<file path="config.mk">
export PLATFORM = sky130hd
export DESIGN_NAME = lamp_decoder_flat
export DESIGN_NICKNAME = d
export VERILOG_FILES = /design/src/rtl/lamp_decoder_pkg.sv /design/src/rtl/lamp_decoder_if.sv /design/src/rtl/lamp_decoder.sv /design/src/flat_wrapper.sv
export SDC_FILE = /design/constraint.sdc
export NUM_CORES = 1
export LEC_CHECK = 0
export ABC_AREA = 1
export CAP_MARGIN = 20
export CORE_MARGIN = 2
export CORE_UTILIZATION = 60
export CTS_BUF_LIST = sky130_fd_sc_hd__clkbuf_4 sky130_fd_sc_hd__clkbuf_8
export DETAILED_ROUTE_END_ITERATION = 6
export GPL_TIMING_DRIVEN = 0
export HOLD_SLACK_MARGIN = 0.03
export PLACE_DENSITY = 0.95
export SYNTH_ARGS = -nofsm -noshare
export SYNTH_HDL_FRONTEND = slang
export SYNTH_SLANG_ARGS = --single-unit
</file>
<file path="constraint.sdc">
create_clock -name clk -period 2.51 [get_ports clk]
set_input_delay 0.502 -clock clk [delete_from_list [all_inputs] [get_ports clk]]
set_output_delay 0.502 -clock clk [all_outputs]
set_load 0.005 [all_outputs]
</file>
<file path="src/rtl/lamp_decoder_pkg.sv">
// Shared definitions for the time-multiplexed lamp link (encoder and decoder).
// Keeps frame width and FSM encoding in agreement on both ends of the link.
package lamp_link_pkg;

   localparam int NUM_LAMPS_DEFAULT = 16;

   typedef enum logic [0:0] {
      HUNT    = 1'b0,
      COLLECT = 1'b1
   } lamp_state_t;

   typedef logic [NUM_LAMPS_DEFAULT-1:0] lamp_vec_t;

endpackage

</file>
<file path="src/rtl/lamp_decoder_if.sv">
// Lamp link bundle: slot stream from the encoder, committed frame and status back.
interface lamp_decoder_if
   import lamp_link_pkg::*;
#(
   parameter int NUM_LAMPS = NUM_LAMPS_DEFAULT
);

   localparam int ADDR_W = $clog2(NUM_LAMPS);

   logic [ADDR_W-1:0]    addr_in;
   logic                 enable_in;
   logic [NUM_LAMPS-1:0] lamp_out;
   logic                 frame_valid;
   logic                 locked;
   logic                 seq_error;

   modport master (
      output addr_in,
      output enable_in,
      input  lamp_out,
      input  frame_valid,
      input  locked,
      input  seq_error
   );

   modport slave (
      input  addr_in,
      input  enable_in,
      output lamp_out,
      output frame_valid,
      output locked,
      output seq_error
   );

endinterface

</file>
<file path="src/rtl/lamp_decoder.sv">
// Lamp link receiver: follows the slot sequence, rebuilds a shadow frame and
// commits it to lamp_out only when a complete, in-order frame has arrived.
module lamp_decoder
   import lamp_link_pkg::*;
#(
   parameter int NUM_LAMPS   = NUM_LAMPS_DEFAULT,
   parameter int LOCK_FRAMES = 2
) (
   input  logic           clk,
   input  logic           reset,
   lamp_decoder_if.slave  lnk
);

   localparam int ADDR_W = $clog2(NUM_LAMPS);
   localparam int GOOD_W = $clog2(LOCK_FRAMES + 1);
   localparam logic [ADDR_W-1:0] LAST_ADDR = ADDR_W'(NUM_LAMPS - 1);
   localparam logic [GOOD_W-1:0] GOOD_MAX  = GOOD_W'(LOCK_FRAMES);

   lamp_state_t          state_r, state_s;
   logic [ADDR_W-1:0]    expected_r, expected_s;
   logic [NUM_LAMPS-1:0] shadow_r, shadow_s;
   logic [NUM_LAMPS-1:0] lamp_r, lamp_s;
   logic [GOOD_W-1:0]    good_cnt_r, good_cnt_s;
   logic                 frame_valid_r, frame_valid_s;
   logic                 locked_r, locked_s;
   logic                 seq_error_r, seq_error_s;

   // Next-state and datapath decode for the slot tracker
   always_comb begin
      state_s       = state_r;
      expected_s    = expected_r;
      shadow_s      = shadow_r;
      lamp_s        = lamp_r;
      good_cnt_s    = good_cnt_r;
      frame_valid_s = 1'b0;
      seq_error_s   = 1'b0;

      case (state_r)
         HUNT: begin
            if (lnk.addr_in == {ADDR_W{1'b0}}) begin
               shadow_s[0] = lnk.enable_in;
               expected_s  = ADDR_W'(1);
               state_s     = COLLECT;
            end else begin
               state_s     = HUNT;
            end
         end
         COLLECT: begin
            if (lnk.addr_in == expected_r) begin
               shadow_s[expected_r] = lnk.enable_in;
               if (expected_r == LAST_ADDR) begin
                  // Final slot goes straight to the output; shadow_r does not hold it yet
                  lamp_s        = {lnk.enable_in, shadow_r[NUM_LAMPS-2:0]};
                  frame_valid_s = 1'b1;
                  expected_s    = {ADDR_W{1'b0}};
                  if (good_cnt_r == GOOD_MAX) begin
                     good_cnt_s = good_cnt_r;
                  end else begin
                     good_cnt_s = good_cnt_r + GOOD_W'(1);
                  end
               end else begin
                  expected_s    = expected_r + ADDR_W'(1);
               end
            end else begin
               // Offending sample is dropped even if it is slot 0; resync waits for the next one
               seq_error_s = 1'b1;
               good_cnt_s  = {GOOD_W{1'b0}};
               expected_s  = {ADDR_W{1'b0}};
               state_s     = HUNT;
            end
         end
         default: begin
            state_s    = HUNT;
            expected_s = {ADDR_W{1'b0}};
         end
      endcase

      locked_s = (good_cnt_s == GOOD_MAX);
   end

   // State, shadow and output registers
   always_ff @(posedge clk) begin
      if (reset) begin
         state_r       <= HUNT;
         expected_r    <= {ADDR_W{1'b0}};
         shadow_r      <= {NUM_LAMPS{1'b0}};
         lamp_r        <= {NUM_LAMPS{1'b0}};
         good_cnt_r    <= {GOOD_W{1'b0}};
         frame_valid_r <= 1'b0;
         locked_r      <= 1'b0;
         seq_error_r   <= 1'b0;
      end else begin
         state_r       <= state_s;
         expected_r    <= expected_s;
         shadow_r      <= shadow_s;
         lamp_r        <= lamp_s;
         good_cnt_r    <= good_cnt_s;
         frame_valid_r <= frame_valid_s;
         locked_r      <= locked_s;
         seq_error_r   <= seq_error_s;
      end
   end

   assign lnk.lamp_out    = lamp_r;
   assign lnk.frame_valid = frame_valid_r;
   assign lnk.locked      = locked_r;
   assign lnk.seq_error   = seq_error_r;

endmodule

</file>
<file path="src/flat_wrapper.sv">
// flat-port wrapper written by rule: the top's interface ports become plain ports
module lamp_decoder_flat import lamp_link_pkg::*;
#(
   parameter int NUM_LAMPS   = NUM_LAMPS_DEFAULT,
   parameter int LOCK_FRAMES = 2
)
  (clk, reset, lnk_addr_in, lnk_enable_in, lnk_lamp_out, lnk_frame_valid, lnk_locked, lnk_seq_error);
  lamp_decoder_if #(.NUM_LAMPS(NUM_LAMPS)) lnk_i ();
  input  logic clk;
  input  logic reset;
  input wire logic [$bits(lnk_i.addr_in)-1:0] lnk_addr_in;
  input wire logic [$bits(lnk_i.enable_in)-1:0] lnk_enable_in;
  output wire logic [$bits(lnk_i.lamp_out)-1:0] lnk_lamp_out;
  output wire logic [$bits(lnk_i.frame_valid)-1:0] lnk_frame_valid;
  output wire logic [$bits(lnk_i.locked)-1:0] lnk_locked;
  output wire logic [$bits(lnk_i.seq_error)-1:0] lnk_seq_error;
  assign lnk_i.addr_in = lnk_addr_in;
  assign lnk_i.enable_in = lnk_enable_in;
  assign lnk_lamp_out = lnk_i.lamp_out;
  assign lnk_frame_valid = lnk_i.frame_valid;
  assign lnk_locked = lnk_i.locked;
  assign lnk_seq_error = lnk_i.seq_error;
  lamp_decoder #(.NUM_LAMPS(NUM_LAMPS), .LOCK_FRAMES(LOCK_FRAMES)) u_core (.clk(clk), .reset(reset), .lnk(lnk_i));
endmodule
</file>
Word level (Yosys, flattened, before mapping)
Index checks and enable logic that the tools add are counted.
- add/sub/neg operators: 2
- order comparisons: 2
- eq/ne operators: 6
- mux-type cells: 19
- bitwise gates (word level): 2
- reduce and logical (&&, ||, !) cells: 7
- operator list (kind ; count):
    $bwmux W16 ; 1
    $mux W4 ; 3
    $mux W2 ; 4
    $pmux W4 S2 ; 1
    $mux W1 ; 7
    $lt A4 B5 Y1 const B ; 1
    $add A4 B1 Y4 const B ; 1
    $demux W1 S4 ; 1
    $eq A2 B2 Y1 const B ; 2
    $eq A4 B4 Y1 ; 1
    $eq A4 B4 Y1 const B ; 1
    $ge A4 B1 Y1 const B ; 1
    $logic_not A4 Y1 ; 1
    $pmux W1 S2 ; 2
    $reduce_and A2 Y1 ; 2
    $reduce_and A3 Y1 ; 1
    $reduce_or A3 Y1 ; 1
    $add A2 B1 Y2 const B ; 1
    $ne A2 B1 Y1 const B ; 1
    $ne A2 B2 Y1 const B ; 1
    $not A1 Y1 ; 2
    $reduce_or A2 Y1 ; 1
    $logic_and A1 B1 Y1 ; 1
- register bits after elaboration: 42
- bits of input ports: 7
- output and inout bits: 19
- logic and storage cells: 47

Depth between registers and ports, before layout
- word-level depth: 7
- mapped depth: 11
- mapped depth without buffers: 10

Worst setup path after synthesis
No wires, ideal clock.
- kind: register -> register
- start: register u_core.expected_r[1]
- end: register u_core.lamp_r[15], in the netlist u_core.lnk.lamp_out[15]
- setup time: 0.132 ns
- arrival: 1.331 ns
- data required time: 2.378 ns
- path slack: 1.047 ns
- stages on the path, launching flop included: 8
- path buffers: 1
- period minus slack after synthesis: 1.463 ns
- path through: dfxtp_1 -> ha_1 -> inv_1 -> nor2_2 -> nand4_2 -> clkbuf_1 -> nand2_1 -> a21oi_1
- word-level cells in the longest chain between the ends: 2
- elaborated cells between the ends (all ways): 3
- those cells by class: 2 x eq/ne; 1 x reduce/logical
- RTL lines (item ; line ; RTL):
    start: declaration ; lamp_decoder.sv:20 ; logic [ADDR_W-1:0] expected_r, expected_s;
    start signal: assignment ; lamp_decoder.sv:85 ; expected_r <= {ADDR_W{1'b0}};
    start signal: assignment ; lamp_decoder.sv:94 ; expected_r <= expected_s;
    $eq A4 B4 Y1 (on tied branches) ; lamp_decoder.sv:51, lamp_decoder.sv:49 ;
    $reduce_and A3 Y1 (no source line) (*) ; - ;
    end signal: assignment ; lamp_decoder.sv:87 ; lamp_r <= {NUM_LAMPS{1'b0}};
    end signal: assignment ; lamp_decoder.sv:96 ; lamp_r <= lamp_s;
    end: declaration ; lamp_decoder.sv:22 ; logic [NUM_LAMPS-1:0] lamp_r, lamp_s;
Mark *: on every way between the ends. The rest lies on a longest branch, timed or not.
A chain may end at the register's enable or synchronous reset.

Worst setup path after layout
- start: input port lnk_addr_in[2]
- end: register u_core.lamp_r[13], in the netlist u_core.lnk.lamp_out[13]
- word-level cells in the longest chain between the ends: 2
- RTL lines (item ; line ; RTL):
    start: declaration ; flat_wrapper.sv:11 ; input wire logic [$bits(lnk_i.addr_in)-1:0] lnk_addr_in;
    $eq A4 B4 Y1 ; lamp_decoder.sv:49 ; if (lnk.addr_in == expected_r) begin
    $reduce_and A3 Y1 (no source line) ; - ;
No other way between the ends.

==> out/qor.csv <==
metric,value,unit
Finished Core Util,0.743,
#FFs+latches synth,41,
die height,60.3,um
peak fanout along the critical path,10,
via count,1889,
Fin Hold WS,471,ps
R2R depth,7,
unrepaired setup endpoints after global routing,false,
vias in the first global route,1615,
"Hold Vio Cnt, Final",0,
Crit Path Category,in2reg,
register area,821,sq um
Detail Route Antenna Nets,0,
reg2reg end,u_core.lnk.lamp_out[13],
CTS tree,built,
DR pass1 iterations,7,
crit end category,register,
grt total ovfl,0,
row count,20,
Startpoint Class,input pin,
Chip Width,60.3,um
Worst EP required,2740,ps
Worst R2R Setup Slack,620,ps
post-synth top area cell,dfxtp_1,
antenna diode count,0,
hold path start,u_core.lnk.lamp_out[5],
Finish-stage setup viols,0,
nets@finish,308,
multi-input combinational cell area,920,sq um
leakage,0.817,nW
max cap viols,0,
Slew Limit Headroom,0.620,
hold_buf cts,0,
Post-Synthesis Cells,266,
period utilization,0.757,
Root Buffer,clkbuf_4,
P per Cell Area,473,nW/um^2
worst skew pair latency,350,ps
total number of yosys warnings,0,
largest net degree at the start of global routing,14,
Worst EP arrival,2130,ps
hold crit path type,reg2reg,
I/O Buffers,23,
setup slack after layout,609,ps
Post-Place Cells,333,
global-route wire length before repair,6980,um
status,completed,
GP Congestion,0.981,
DRC Markers,0,
Initial Util,0.628,
fmax,0.526,GHz
total clock sinks,41,
post-synthesis cell area,1900,sq um
initial antenna violation count,0,
share of layout cells above drive strength 1,0.0808,
Final min period,1900,ps
Setup Skew,10.6,ps
Slew @ Worst Pin,570,ps
total CTS buffers,5,
Global Route Usage Sum,0.259,
top-area cell type share of the netlist area,0.432,
syn_nets,278,
Synth area leaders,"dfxtp_1, nand2_1, a21oi_1, nand4_1, nand3_1",
fillers,245,
Post-DP HPWL,3120,um
Iter 0 DRT Violations,127,
Min-Delay Endpoint,u_core.lnk.lamp_out[5],
post-placement worst setup slack,264,ps
sequential area share after synthesis,0.432,
Routed WL,4350,um
Vias/cell,5.54,
# IOs,26,
setup TNS,0,ps
number of library cell types mapped by synthesis,21,
Reg-to-Reg Start,u_core.expected_r[1],
post-CTS setup buffers,0,
die area,3630,sq um
maximum vdd ir drop,0.000323,V
layout overhead on the synthesized area,18.4,%
# resized after CTS,0,
CP startpoint,lnk_addr_in[2],
CTS HTree Levels,2,
core region area,3030,sq um
clk slew on worst S/H paths,120,ps
Max Slew Vio Count,0,
clock buffer depth,2,
syn avg cell area,7.15,sq um
Hold Path Depth,2,
Finished Layout Cells,341,
wire per inst,12.7,um
-- Yosys cell counts --
cell type	instances
inv_2	3
o21ai_1	1
clkbuf_1	8
nand4_1	19
xor2_1	1
nor2_1	19
nand2_2	1
nor2_4	3
nand2_1	78
nor2_2	1
nand3_1	17
buf_4	4
nand4_2	1
a21oi_1	37
inv_1	18
buf_6	1
ha_1	5
dfxtp_1	41
o21ai_0	5
buf_2	2
nor4_1	1
-- worst max-delay path: stages --
cell	delay, ps
clkdlybuf4s50_1	530
inv_1	50
nand2_1	60
nand2_1	90
nor2_4	180
nand4_2	210
clkbuf_1	300
nand2_1	140
a21oi_1	70
-- cell type report --
cell class | count | share of cell area
plain buffers | 15 | 0.0361
multi-input cells | 189 | 0.409
clock buffers | 6 | 0.0228
inverters | 21 | 0.0350
repair buffers | 23 | 0.102
clock inverters | 2 | 0.00611
flip-flops and latches | 41 | 0.365
well taps | 44 | 0.0245
-- state kept, by name, summed over array words and instances, names as in the netlist --
| signal | flops |
|---|---|
| u_core.state_r | 1 |
| u_core.lnk.seq_error | 1 |
| u_core.lnk.lamp_out | 16 |
| u_core.good_cnt_r | 2 |
| u_core.expected_r | 4 |
| u_core.lnk.locked | 1 |
| u_core.shadow_r | 15 |
| u_core.lnk.frame_valid | 1 |
-- metal layers --
layer | global-route usage | wire, um
met4 | 0.137 | 117
met1 | 0.328 | 1860
met5 | 0 | 0
met2 | 0.410 | 2030
met3 | 0.0563 | 340
-- stage by stage --
| stage | instance area (sq um) | total power [mW] |
|---|---|---|
| detailed placement | 2190 | 0.723 |
| CTS | 2250 | 1.07 |
| floorplan | 1900 | 0.703 |
| global route | 2250 | 1.11 |
| global placement | 2190 | 0.721 |
| finish | 2250 | 1.06 |
-- cells by family after synthesis --
kind of cell    synth area share
compound gates             0.113
xor+xnor                 0.00461
fa+ha+maj                 0.0329
buf+inv                   0.0843
flops                      0.432
simple gates               0.333
-- where the power goes --
group / switching (mW) / internal (mW) / leakage, nW
sequential: 0.00170 / 0.652 / 0.330
clock: 0.218 / 0.137 / 0.0382
combinational: 0.0389 / 0.0166 / 0.449
-- placed cells by master (no fill, tap or decap), types with 2 or more instances in the layout --
cell	count
a21oi_1	37
buf_2	2
buf_4	4
clkbuf_1	8
clkbuf_4	5
clkdlybuf4s50_1	23
dfxtp_1	41
ha_1	5
inv_1	18
inv_2	3
nand2_1	78
nand3_1	17
nand4_1	19
nor2_1	19
nor2_4	3
o21ai_0	5
-- worst max-delay path by stage --
stage                              endpoint  slack, ps
detailed placement   u_core.lnk.lamp_out[9]        260
global placement     u_core.lnk.lamp_out[9]        340
finish              u_core.lnk.lamp_out[13]        610
CTS                 u_core.lnk.lamp_out[13]        610
floorplan           u_core.lnk.lamp_out[15]       1050
global route        u_core.lnk.lamp_out[13]        460
Power figures use the tool's default switching activity.
